### src/rtl/frame_scheduler.sv
// Paces the renderer to display vblank, double-buffers its framebuffer writes and handles game-over restart.
// Write steering is 1 cycle; swap/ce/rst are registered. There is no backpressure: a frame not done when due is counted as an overrun.
module frame_scheduler #(
  parameter int ADDR_WIDTH     = 19,
  parameter int FRAME_DIVIDER  = 2,
  parameter int RESTART_FRAMES = 60
) (
  input  logic                  i_clk,
  input  logic                  i_rst_n,
  input  logic                  i_vsync_start,
  input  logic                  i_btn_raw,
  input  logic                  i_render_done,
  input  logic                  i_render_lose,
  input  logic                  i_render_wr_en,
  input  logic [ADDR_WIDTH-1:0] i_render_wr_addr,
  input  logic                  i_render_wr_data,
  output logic                  o_render_ce,
  output logic                  o_render_rst,
  output logic                  o_render_swap,
  output logic                  o_btn,
  output logic                  o_fb_wr_en,
  output logic [ADDR_WIDTH:0]   o_fb_wr_addr,
  output logic                  o_fb_wr_data,
  output logic                  o_disp_buf,
  output logic [15:0]           o_frame_count,
  output logic [7:0]            o_overrun_count
);

  localparam int VW = (FRAME_DIVIDER > 1) ? $clog2(FRAME_DIVIDER) : 1;
  localparam int LW = $clog2(RESTART_FRAMES + 1);
  localparam logic [VW-1:0] VMAX = VW'(FRAME_DIVIDER - 1);
  localparam logic [LW-1:0] LMAX = LW'(RESTART_FRAMES);

  typedef enum logic [1:0] {S_RESET, S_RENDER, S_WAIT_VSYNC} state_t;

  state_t                r_state;
  logic [1:0]            r_rst_cnt;
  logic [VW-1:0]         r_vsync_cnt;
  logic [LW-1:0]         r_lose_cnt;
  logic                  r_btn_meta, r_btn_s;
  logic                  r_render_ce, r_render_rst, r_render_swap, r_btn, r_disp_buf;
  logic                  r_fb_wr_en, r_fb_wr_data;
  logic [ADDR_WIDTH:0]   r_fb_wr_addr;
  logic [15:0]           r_frame_count;
  logic [7:0]            r_overrun_count;

  logic w_due, w_swap;
  assign w_due  = i_vsync_start && (r_vsync_cnt == VMAX);
  assign w_swap = w_due && ((r_state == S_WAIT_VSYNC) || (r_state == S_RENDER && i_render_done));

  always_ff @(posedge i_clk or negedge i_rst_n) begin
    if (!i_rst_n) begin
      r_state         <= S_RESET;
      r_rst_cnt       <= '0;
      r_vsync_cnt     <= '0;
      r_lose_cnt      <= '0;
      r_btn_meta      <= 1'b0;
      r_btn_s         <= 1'b0;
      r_render_ce     <= 1'b0;
      r_render_rst    <= 1'b1;
      r_render_swap   <= 1'b0;
      r_btn           <= 1'b0;
      r_disp_buf      <= 1'b0;
      r_fb_wr_en      <= 1'b0;
      r_fb_wr_addr    <= '0;
      r_fb_wr_data    <= 1'b0;
      r_frame_count   <= '0;
      r_overrun_count <= '0;
    end else begin
      r_btn_meta    <= i_btn_raw;
      r_btn_s       <= r_btn_meta;
      r_fb_wr_en    <= i_render_wr_en & r_render_ce;
      r_fb_wr_addr  <= {~r_disp_buf, i_render_wr_addr};
      r_fb_wr_data  <= i_render_wr_data;
      r_render_swap <= 1'b0;

      // vblanks are counted in every state, including RESET
      if (i_vsync_start && r_vsync_cnt != VMAX)
        r_vsync_cnt <= r_vsync_cnt + 1'b1;

      case (r_state)
        S_RESET: begin
          r_render_rst <= 1'b1;
          r_render_ce  <= 1'b0;
          if (r_rst_cnt == 2'd1) begin
            r_state      <= S_RENDER;
            r_render_rst <= 1'b0;
            r_render_ce  <= 1'b1;
          end else begin
            r_rst_cnt <= r_rst_cnt + 2'd1;
          end
        end
        S_RENDER: begin
          if (w_due && !i_render_done) begin
            if (r_overrun_count != 8'hFF)
              r_overrun_count <= r_overrun_count + 8'd1;
          end else if (i_render_done && !w_due) begin
            r_state <= S_WAIT_VSYNC;
          end
        end
        default: ;
      endcase

      if (w_swap) begin
        r_render_swap <= 1'b1;
        r_disp_buf    <= ~r_disp_buf;
        r_btn         <= r_btn_s;
        r_vsync_cnt   <= '0;
        r_state       <= S_RENDER;
        r_frame_count <= r_frame_count + 16'd1;
        if (!i_render_lose) begin
          r_lose_cnt <= '0;
        end else if (r_lose_cnt < LMAX) begin
          r_lose_cnt <= r_lose_cnt + 1'b1;
        end else if (r_btn_s) begin
          // game over held long enough and button pressed: restart the renderer
          r_state       <= S_RESET;
          r_frame_count <= '0;
          r_lose_cnt    <= '0;
          r_rst_cnt     <= '0;
          r_render_rst  <= 1'b1;
          r_render_ce   <= 1'b0;
        end
      end
    end
  end

  assign o_render_ce     = r_render_ce;
  assign o_render_rst    = r_render_rst;
  assign o_render_swap   = r_render_swap;
  assign o_btn           = r_btn;
  assign o_fb_wr_en      = r_fb_wr_en;
  assign o_fb_wr_addr    = r_fb_wr_addr;
  assign o_fb_wr_data    = r_fb_wr_data;
  assign o_disp_buf      = r_disp_buf;
  assign o_frame_count   = r_frame_count;
  assign o_overrun_count = r_overrun_count;

endmodule

### config.mk
export PLATFORM = sky130hd
export DESIGN_NAME = frame_scheduler
export DESIGN_NICKNAME = d
export VERILOG_FILES = /design/src/rtl/frame_scheduler.sv
export SDC_FILE = /design/constraint.sdc
export NUM_CORES = 1
export LEC_CHECK = 0
export BUFFER_PORTS_ARGS = -buffer_cell sky130_fd_sc_hd__buf_2
export CAP_MARGIN = 20
export CORE_MARGIN = 1
export CORE_UTILIZATION = 55
export CTS_CLUSTER_DIAMETER = 80
export CTS_CLUSTER_SIZE = 25
export DETAILED_ROUTE_END_ITERATION = 8
export PLACE_DENSITY_LB_ADDON = 0.25
export SLEW_MARGIN = 5
export SYNTH_ARGS = -nofsm -noshare
export SYNTH_HDL_FRONTEND = slang
export SYNTH_SLANG_ARGS = --single-unit
### constraint.sdc
create_clock -name i_clk -period 3 [get_ports i_clk]
set_clock_uncertainty 0.05 [all_clocks]
set_input_delay 0.3 -clock i_clk [delete_from_list [all_inputs] [get_ports i_clk]]
set_output_delay 0.3 -clock i_clk [all_outputs]
set_load 0.005 [all_outputs]
# Word-level counts from Yosys, hierarchy flattened
# Cells that the tools add are included.
[totals]
reg_bits = 64
input_bits = 27
out_inout_bits = 51
word_cells = 83
[op_classes]
addsub = 5
magnitude_cmp = 1
n_eq_ne = 8
muxes = 35
bitwise = 3
reduce_logical = 15
[op_table]
columns = ["op", "n"]
rows = [
  ["2-to-1 mux 16 bit", 3],
  ["2-to-1 mux 2 bit", 10],
  ["2-to-1 mux 1 bit", 18],
  ["2-to-1 mux 6 bit", 3],
  ["adder 16 x 1 -> 16 bit (second input constant)", 1],
  ["adder 8 x 1 -> 8 bit (second input constant)", 1],
  ["!= test 8 bit (second input constant)", 1],
  ["adder 6 x 1 -> 6 bit (second input constant)", 1],
  ["logical AND 1 bit", 6],
  ["< comparator 6 bit (second input constant)", 1],
  ["!= test 3 bit (second input constant)", 2],
  ["equality test 2 x 1 -> 1 bit (second input constant)", 2],
  ["one-hot mux 2 bit (2 select lines)", 1],
  ["AND reduction 4 bit", 1],
  ["!= test 3 x 1 -> 1 bit (second input constant)", 1],
  ["!= test 3 x 2 -> 1 bit (second input constant)", 1],
  ["AND reduction 3 bit", 1],
  ["nonzero test 3 bit", 1],
  ["adder 2 x 1 -> 2 bit (second input constant)", 1],
  ["equality test 2 bit (second input constant)", 1],
  ["logical NOT 1 bit", 2],
  ["logical NOT 2 bit", 1],
  ["inverter 1 bit", 2],
  ["AND reduction 2 bit", 1],
  ["4 further kinds", 4],
]

# Depth between registers and ports, before layout
# Gate-level depths: netlist (run 1).
[logic_depth]
depth_word = 7
ltp_mapped = 7
ltp_nobuf = 5

# Worst setup path after synthesis (run 1)
# Ideal clock, no wire load.
[synth_timing]
path_kind = "reg-to-reg"
startpoint = "register r_frame_count[0] (netlist: o_frame_count[0])"
endpoint = "register r_frame_count[14] (netlist: o_frame_count[14])"
setup_time_ps = 76
t_arrival_ps = 1787
required_ps = 2874
path_slack_ps = 1086
stages_incl_launch_ff = 7
n_path_buf = 1
period_less_slack_ps = 1914
path_cell_list = "dfrtp_1 > ha_1 > and4_1 > buf_4 > or4b_1 > or4_1 > o21ai_1"
[synth_via]
elab_chain_len = 4
[synth_rtl]
columns = ["item", "line", "rtl"]
rows = [
  ["from (decl)", "44", "logic [15:0] r_frame_count;"],
  ["from (signal assigned)", "110", "r_frame_count <= r_frame_count + 16'd1;"],
  ["adder 16 x 1 -> 16 bit (*)", "110", ""],
  ["2-to-1 mux 16 bit", "115", "end else if (r_btn_s) begin"],
  ["2-to-1 mux 16 bit", "113", "end else if (r_lose_cnt < LMAX) begin"],
  ["2-to-1 mux 16 bit (*)", "111", "if (!i_render_lose) begin"],
]
# Every way passes the cells marked *; elsewhere a longest branch is shown, timed or not.
# A chain may end at the register's enable or synchronous reset.

# Worst setup path in the final report (run 1)
[layout_timing]
startpoint = "register r_state[0]"
endpoint = "register r_lose_cnt[1]"
[layout_via]
elab_chain_len = 5
elab_cells_between_ends = 6
classes_between = "2 x eq/ne; 4 x reduce/logical"
[layout_rtl]
columns = ["item", "line", "rtl"]
rows = [
  ["from (decl)", "36", "state_t r_state;"],
  ["from (signal assigned)", "53", "r_state <= S_RESET;"],
  ["from (signal assigned)", "86", "r_state <= S_RENDER;"],
  ["from (signal assigned)", "98", "r_state <= S_WAIT_VSYNC;"],
  ["equality test 2 x 1 -> 1 bit", "49", "assign w_swap = w_due && ((r_state == S_WAIT_VSYNC) || (r_state == S_RENDER && i_render_done));"],
  ["logical AND 1 bit", "49", ""],
  ["logical OR 1 bit (*)", "49", ""],
  ["logical AND 1 bit (*)", "49", ""],
  ["AND reduction 2 bit (no line) (*)", "-", ""],
  ["to (signal assigned)", "114", "r_lose_cnt <= r_lose_cnt + 1'b1;"],
  ["to (decl)", "39", "logic [LW-1:0] r_lose_cnt;"],
]
# Marks and branches as above.

==> flow_summary.toml, run 1 <==
[place]
port_buffers = 77
place_inst = 390
gp_congestion = 0.857
post-dp-hpwl_um = 3850

[timing]
hold_viol = 0
finalSetupTns_ns = 0
fmax_mhz = 448
min_period_ns = 2.23
tightest_slew_ns = 0.572
maxSlewHeadroom = 0.616
setup_violations = 0
fin_crit_sh = 0.745
slew_viol_final = 0
rsz0062_at_grt = "false"

[yosys]
yosys_warnings = 0
synth_cell_type_count = 48
synthCells = 253
synth-async-reset-ratio = 1.00
synth_edf_count = 0
synth_flop_cell = "dfrtp_1"
ys_ff_latch = 64
yosysSeqAreaShare = 0.593
syn-num-nets = 283
synth_area_per_cell_um2 = 10.7
syn_area_um2 = 2700

[global_route]
grt.total_usage = 0.269
grt_max_degree = 25
grt_pass1_wl_um = 10500
antenna_found_initial = 0
overflow = 0
grt_pass1_vias = 2190

[critical_path]
crit_required_ns = 3.16
crit_family = "compound AO/OA/AOI/OAI gates"
crit_fanout = 19
startpoint_type = "flop"
worst_setup_path_end_kind = "flop"
crit_type = "flop to flop"
crit_buf_inv = 1
critPathArrivalTime_ns = 2.40
slowest_delay_ns = 0.59
critPathSlowestCell = "clkinv_1"
worstPathCellList = "a21o_1 -> nand3_1 -> clkinv_1 -> a32oi_1 -> o21ai_0"

[power_and_ir_drop]
p_total_mw = 2.65
p_leak_nw = 1.70
peakVddDrop_v = 0.000440
power_density_nw_per_um2 = 741

[clock_tree]
numCtsBuffers = 9
htreeDepth = 3
post_cts_buffers = 0
cts-root-buf = "clkbuf_8"
cts.path.max_buffers = 2
clk-insertion-delay-late_ns = 0.35
tritoncts = "built"
cts.sinks = 64
clk_transition_reported_paths_ns = 0.08

[floorplan]
die_w_um = 72.1
initial_core_util = 0.572
die_h_um = 72.1
die-area_um2 = 5200
core_um2 = 4720
io_pins = 78
rows = 25

[route]
drt_pass1_iterations = 5
ant_nets = 0
via_per_inst = 5.58
num_vias = 2379
drtIter0Drc = 280
drt_wl_total_um = 6450
drc = 0
wl_per_cell_um = 15.1

[outcome]
status = "complete, no violations"

[cells_and_area]
area_growth_pct = 32.4
final_common_cell = "buf_2"
antennaDiodeCount = 0
nets = 384
fillCellCount = 332
layout_common_cells = "buf_2 (77), dfrtp_1 (63), o21ai_0 (21), nand2_1 (20), dlygate4sd3_1 (20)"
drive_gt1_frac = 0.298
finalNonFillerCells = 426

[run]
drv_cap = 0

[hold_path]
hold_path.class = "input port to flop"
[cell usage after synthesis, drive strengths merged (2+ instances only)]
library cell | count | area, um2
xor2 | 2 | 17.5
ha | 3 | 37.5
nor3 | 5 | 25.0
and2 | 5 | 31.3
nand2 | 20 | 75.1
o22ai | 3 | 18.8
a21oi | 9 | 45.0
a22o | 7 | 61.3
and3 | 7 | 46.3
mux2 | 4 | 45.0
or4 | 4 | 30.0
a21o | 4 | 30.0
a31oi | 3 | 18.8
nand3 | 14 | 70.1
and4 | 2 | 17.5
o41ai | 2 | 17.5
dfrtp | 63 | 1580
clkbuf | 7 | 27.5
xnor2 | 2 | 17.5
buf | 3 | 16.3
nand2b | 3 | 18.8
nor4 | 3 | 18.8
inv | 10 | 37.5
o21ai | 22 | 110
a22oi | 2 | 15.0
nor2 | 19 | 71.3
nand4 | 9 | 56.3
[worst paths after layout]
kind | depth (start not counted) | to | slack [ns] | startpoint
worst max-delay path | 5 | r_lose_cnt[1]$_DFFE_PN0P_ | 0.77 | r_state[0]$_DFFE_PN0P_
worst min-delay path | 1 | o_fb_wr_addr[6]$_DFF_PN0_ | 0.02 | i_render_wr_addr[6]
worst max register to register | 5 | r_lose_cnt[1]$_DFFE_PN0P_ | 0.77 | r_state[0]$_DFFE_PN0P_
worst min register to register | 0 | r_btn_s$_DFF_PN0_ | 0.31 | r_btn_meta$_DFF_PN0_
max in group asynchronous | 3 | o_render_rst$_DFF_PN1_ | 1.74 | i_rst_n
min in group asynchronous | 2 | o_fb_wr_addr[15]$_DFF_PN0_ | 0.41 | i_rst_n
[registers in the layout, indices dropped and copies added (netlist names)]
signal / count
o_render_swap: 1
r_btn_s: 1
o_disp_buf: 1
r_lose_cnt: 6
o_frame_count: 16
r_btn_meta: 1
o_fb_wr_en: 1
r_state: 2
o_fb_wr_data: 1
r_rst_cnt: 2
o_btn: 1
r_vsync_cnt: 1
o_render_ce: 1
o_fb_wr_addr: 20
o_render_rst: 1
o_overrun_count: 8
[where the power goes]
group,switching [mW],internal [mW]
registers,0.167,1.03
logic,0.341,0.274
clock network,0.366,0.476
[routing by layer]
layer | wire [um] | vias to the layer above | track usage
met1 | 2760 | 1156 | 0.354
met2 | 3200 | 92 | 0.423
met5 | 0 | - | 0
met3 | 322 | 15 | 0.0681
li1 | - | 1116 | -
met4 | 163 | 0 | 0.126
[layout make-up]
cell class	count	area, um2	area share
clock inverters	7	103	0.0287
clock buffers	9	124	0.0346
flip-flops and latches	64	1600	0.448
multi-input cells	168	1010	0.284
well taps	67	83.8	0.0234
inverters	11	41.3	0.0115
repair buffers	100	608	0.170
[logic make-up after synthesis]
family | Yosys count | share of synthesized area
DFF | 64 | 0.593
and+or+nand+nor | 98 | 0.192
adders and majority gates | 3 | 0.0139
AOI/OAI and AO/OA | 58 | 0.137
muxes | 5 | 0.0204
xor gates and xnor gates | 4 | 0.0130
buffers and inverters | 21 | 0.0315
[metrics by stage]
step,utilization,worst slack (ns),hold WS [ns],instance area [um2]
2_1_floorplan,-,1.09,-0.0456,2700
3_3_place_gp,0.667,0.903,0.254,3150
3_5_place_dp,0.667,0.820,0.247,3150
4_1_cts,0.751,0.808,0.000567,3550
5_1_grt,0.757,0.543,0.000733,3580
6_report,0.757,0.766,0.0163,3580
[repair_timing]
action                                  4_1_cts  5_1_grt
endpoints found under the setup margin        0        0
hold endpoints to repair                     38        3
hold buffers                                 17        3
gates resized for setup                       0        0
Note: power is estimated with default switching activity, not from simulation.
==> run 2: changes to the inputs <==
CORE_UTILIZATION = 46   (was 55)
clock period = 1.97 ns   (was 3 ns; I/O delays follow)
==> flow_summary.toml, run 2 (synthesis gave the netlist of run 1 again) <==
[place]
dpl_cell_area_um2 = 3240
gp_congestion = 0.826
post-dp-hpwl_um = 4170
port_buffers = 77
dpl_worst_slack_ns = 0.170

[floorplan]
core_um2 = 5570
initial_core_util = 0.485
io_pins = 78
rows = 27
die_w_um = 78.7
die-area_um2 = 6190
die_h_um = 78.7

[route]
drc = 0
via_per_inst = 5.34
drt_wl_total_um = 6160
drt_pass1_iterations = 4
wl_per_cell_um = 13.9
ant_nets = 0
drtIter0Drc = 184
num_vias = 2364

[critical_path]
critPathArrivalTime_ns = 2.03
crit_type = "flop to flop"
reg2reg_depth = 5
startpoint_type = "flop"
crit_required_ns = 2.19
crit_fanout = 4
worst_setup_path_end_kind = "flop"

[timing]
maxSlewHeadroom = 0.641
min_period_ns = 1.81
tightest_slew_ns = 0.538
finalSetupTns_ns = 0
fin_crit_sh = 0.920
slew_viol_final = 0
worst_slack_ns = 0.158
hold_viol = 0
whs_ns = 0.0171
rsz0062_at_grt = "false"
fmax_mhz = 552
setup_violations = 0

[clock_tree]
clk-insertion-delay-late_ns = 0.34
numCtsBuffers = 9
clk_transition_reported_paths_ns = 0.07
post_cts_buffers = 0
htreeDepth = 3
tritoncts = "built"
cts_resized = 0
hold_buffers = 22
cts.path.max_buffers = 2
cts.sinks = 64
cts-root-buf = "clkbuf_8"

[cells_and_area]
nets = 396
area_growth_pct = 35.0
antennaDiodeCount = 0
final_common_cell = "buf_2"
drive_gt1_frac = 0.315
post-route-util = 0.654
layout_common_cells = "buf_2 (77), dfrtp_1 (63), dlygate4sd3_1 (22), o21ai_0 (21), nand2_1 (20)"
stdcell_area_um2 = 3650
largest_reg_flops = 20

[power_and_ir_drop]
p_int_mw = 2.55
p_switching_mw = 1.31
clkPwrFrac = 0.266
peakVddDrop_v = 0.000565
comb_power_share = 0.268
p_seq_frac = 0.465
switching_share = 0.340
p_leak_nw = 1.73
power_density_nw_per_um2 = 1060

[run]
drv_cap = 0

[global_route]
grt.total_usage = 0.220
antenna_found_initial = 0
overflow = 0
grt_pass1_wl_um = 10400
grt_pass1_vias = 2324
grt_max_degree = 31

[outcome]
status = "complete, no violations"

[hold_path]
whs_path_depth = 2
hold_path.class = "input port to flop"
[run 2: cell types whose count changed in the layout (fill, tap and decap cells not counted), sizes merged]
cell and delta:
buf +10, bufinv -2, clkinvlp +2, dlygate4sd3 +2
inv -2, clkbuf +1, clkinv +1
[run 2: final timing paths]
| path | start | end | slack, ns |
|---|---|---|---|
| max | o_frame_count[0]$_DFFE_PN0P_ | o_frame_count[14]$_DFFE_PN0P_ | 0.16 |
| min | i_render_wr_en | o_fb_wr_en$_DFF_PN0_ | 0.02 |
| max reg2reg | o_frame_count[0]$_DFFE_PN0P_ | o_frame_count[14]$_DFFE_PN0P_ | 0.16 |
| min reg2reg | r_btn_meta$_DFF_PN0_ | r_btn_s$_DFF_PN0_ | 0.30 |
| max in group asynchronous | i_rst_n | r_vsync_cnt$_DFFE_PN0P_ | 0.97 |
| min in group asynchronous | i_rst_n | o_fb_wr_addr[7]$_DFF_PN0_ | 0.32 |
[run 2: routing by layer]
metal | GRT usage | vias up | routed length (um)
met3 | 0.0488 | 9 | 306
met1 | 0.263 | 1139 | 2710
met4 | 0.122 | 0 | 113
li1 | - | 1142 | -
met5 | 0 | - | 0
met2 | 0.365 | 74 | 3030
[run 2: per-stage QoR]
step | std cells | power (mW)
floorplan | 253 | 2.35
global placement | 405 | 2.78
detailed placement | 405 | 2.82
CTS | 443 | 3.89
global route | 443 | 4.12
finish | 443 | 3.86
[run 2: power groups by stage]
| stage | clock network, mW | logic (mW) | registers, mW |
|---|---|---|---|
| final | 1.03 | 1.04 | 1.80 |
| after global placement | 0 | 0.978 | 1.80 |
| after CTS | 1.05 | 1.05 | 1.79 |
| after floorplan | 0 | 0.558 | 1.80 |
| after global routing | 1.11 | 1.18 | 1.84 |
| after detailed placement | 0 | 1.00 | 1.82 |
[run 2: layout make-up]
cell class                      instances  area (um2)
Clock buffer                           10         138
Clock inverter                          6        45.0
Fill cell                             452        1930
Inverter                               11        41.3
Multi-Input combinational cell        168        1010
Sequential cell                        64        1600
Tap cell                               72        90.1
Timing Repair Buffer                  112         716
[run 2: critical path, cell delays in order, from the launching register on]
cell     delay (ns)
dfrtp_1        0.36
ha_1           0.20
and4_1         0.20
or4b_1         0.45
or4_1          0.40
o21ai_1        0.09
==> run 3: changes to the inputs <==
CORE_UTILIZATION = 48   (was 46)
CTS_BUF_LIST = sky130_fd_sc_hd__clkbuf_4   (was default)
==> flow_summary.toml, run 3 (synthesis gave the netlist of run 1 again) <==
[outcome]
status = "complete, no violations"

[clock_tree]
cts-root-buf = "clkbuf_4"
clk_transition_reported_paths_ns = 0.13
clk-insertion-delay-late_ns = 0.42
cts_resized = 0
cts.sinks = 64
numCtsBuffers = 9
cts.path.max_buffers = 2
tritoncts = "built"
htreeDepth = 3

[power_and_ir_drop]
p_seq_frac = 0.443
peakVddDrop_v = 0.000723
p_int_mw = 2.74
power_density_nw_per_um2 = 1100
comb_power_share = 0.266
p_switching_mw = 1.33
p_leak_nw = 1.77
switching_share = 0.327
clkPwrFrac = 0.292

[critical_path]
critPathSlowestCell = "or4b_1"
worstPathCellList = "ha_1 -> and4_1 -> or4b_1 -> or4_1 -> o21ai_1"
crit_fanout = 4
critPathArrivalTime_ns = 2.14
crit_type = "flop to flop"
startpoint_type = "flop"
crit_required_ns = 2.27
worst_setup_path_end_kind = "flop"
slowest_delay_ns = 0.46
crit_buf_inv = 0
crit_family = "simple AND/OR/NAND/NOR gates"

[cells_and_area]
final_common_cell = "buf_2"
nets = 399
largest_reg_flops = 20
drive_gt1_frac = 0.313
antennaDiodeCount = 0
area_growth_pct = 36.9
fillCellCount = 403
stdcell_area_um2 = 3700
layout_common_cells = "buf_2 (77), dfrtp_1 (63), dlygate4sd3_1 (25), o21ai_0 (21), nand2_1 (20)"

[floorplan]
io_pins = 78
rows = 26
die_h_um = 77.0
die-area_um2 = 5930
core_um2 = 5270
die_w_um = 77.0
initial_core_util = 0.513

[route]
drtIter0Drc = 102
drt_pass1_iterations = 4
via_per_inst = 5.42
wl_per_cell_um = 15.1
ant_nets = 0
drt_wl_total_um = 6690
drc = 0
num_vias = 2405

[timing]
min_period_ns = 1.84
fmax_mhz = 543
hold_viol = 0
rsz0062_at_grt = "false"
slew_viol_final = 0
fin_crit_sh = 0.935
maxSlewHeadroom = 0.611
finalSetupTns_ns = 0
tightest_slew_ns = 0.583
setup_violations = 0

[global_route]
grt_pass1_wl_um = 11300
grt.total_usage = 0.249
grt_pass1_vias = 2368
overflow = 0
antenna_found_initial = 0
grt_max_degree = 27

[run]
drv_cap = 0

[place]
post-dp-hpwl_um = 4140
port_buffers = 77
gp_congestion = 0.828
dpl_cell_area_um2 = 3250

[hold_path]
hold_path.class = "input port to flop"
run 3: changes by cell type in the layout (fill, tap and decap cells not counted), sizes merged:
cell | previous run | this run
inv | 10 | 12
clkinvlp | 3 | 0
dlygate4sd3 | 22 | 25
bufinv | 0 | 3
clkinv | 4 | 3
clkbuf | 10 | 9
run 3: power groups by stage:
stage          registers [mW]  logic [mW]  clock network [mW]
6_report                 1.80        1.08                1.19
4_1_cts                  1.79        1.07                1.20
3_5_place_dp             1.82        1.03                   0
5_1_grt                  1.84        1.22                1.28
3_3_place_gp             1.80       0.998                   0
2_1_floorplan            1.80       0.558                   0
run 3: routing by layer:
| metal | vias up | wire length, um | track usage |
|---|---|---|---|
| li1 | 1150 | - | - |
| met3 | 16 | 370 | 0.0702 |
| met4 | 0 | 193 | 0.125 |
| met2 | 90 | 3350 | 0.413 |
| met5 | - | 0 | 0 |
| met1 | 1149 | 2780 | 0.296 |
run 3: path summary, 6_finish.rpt:
kind / cells past startpoint / slack [ns] / endpoint / start
worst max-delay path: 5 / 0.13 / o_frame_count[14]$_DFFE_PN0P_ / o_frame_count[0]$_DFFE_PN0P_
worst min-delay path: 4 / 0.06 / r_state[0]$_DFFE_PN0P_ / i_render_done
worst max register to register: 5 / 0.13 / o_frame_count[14]$_DFFE_PN0P_ / o_frame_count[0]$_DFFE_PN0P_
worst min register to register: 0 / 0.31 / r_btn_s$_DFF_PN0_ / r_btn_meta$_DFF_PN0_
max in group asynchronous: 3 / 0.99 / o_frame_count[11]$_DFFE_PN0P_ / i_rst_n
min in group asynchronous: 2 / 0.24 / o_fb_wr_addr[6]$_DFF_PN0_ / i_rst_n
run 3: what timing repair did:
action / 4_1_cts / 5_1_grt
hold buffers: 25 / 0
buffers inserted: 0 / 0
endpoints found under the hold margin: 46 / 0
run 3: metrics by stage:
stage	total power, mW	util	hold slack (ns)	setup WS [ns]	std cells
floorplan	2.35	-	-0.149	0.0563	253
global placement	2.80	0.618	0.153	0.208	403
detailed placement	2.85	0.618	0.171	0.189	403
CTS	4.07	0.702	0.0671	0.158	444
global route	4.34	0.702	0.0732	0.0599	444
finish	4.07	0.702	0.0648	0.128	444
run 3: cell type report:
cell class / instances / area (um2) / area share
well taps: 70 / 87.6 / 0.0237
repair buffers: 115 / 758 / 0.205
inverters: 11 / 41.3 / 0.0112
multi-input cells: 168 / 1010 / 0.274
clock buffers: 9 / 67.6 / 0.0183
clock inverters: 7 / 128 / 0.0345
flip-flops and latches: 64 / 1600 / 0.433
run 3: worst reg2reg max path, cell delays in order (launching register included):
cell and delay, ns:
dfrtp_1 0.38, ha_1 0.19, and4_1 0.20, or4b_1 0.46, or4_1 0.40, o21ai_1 0.08
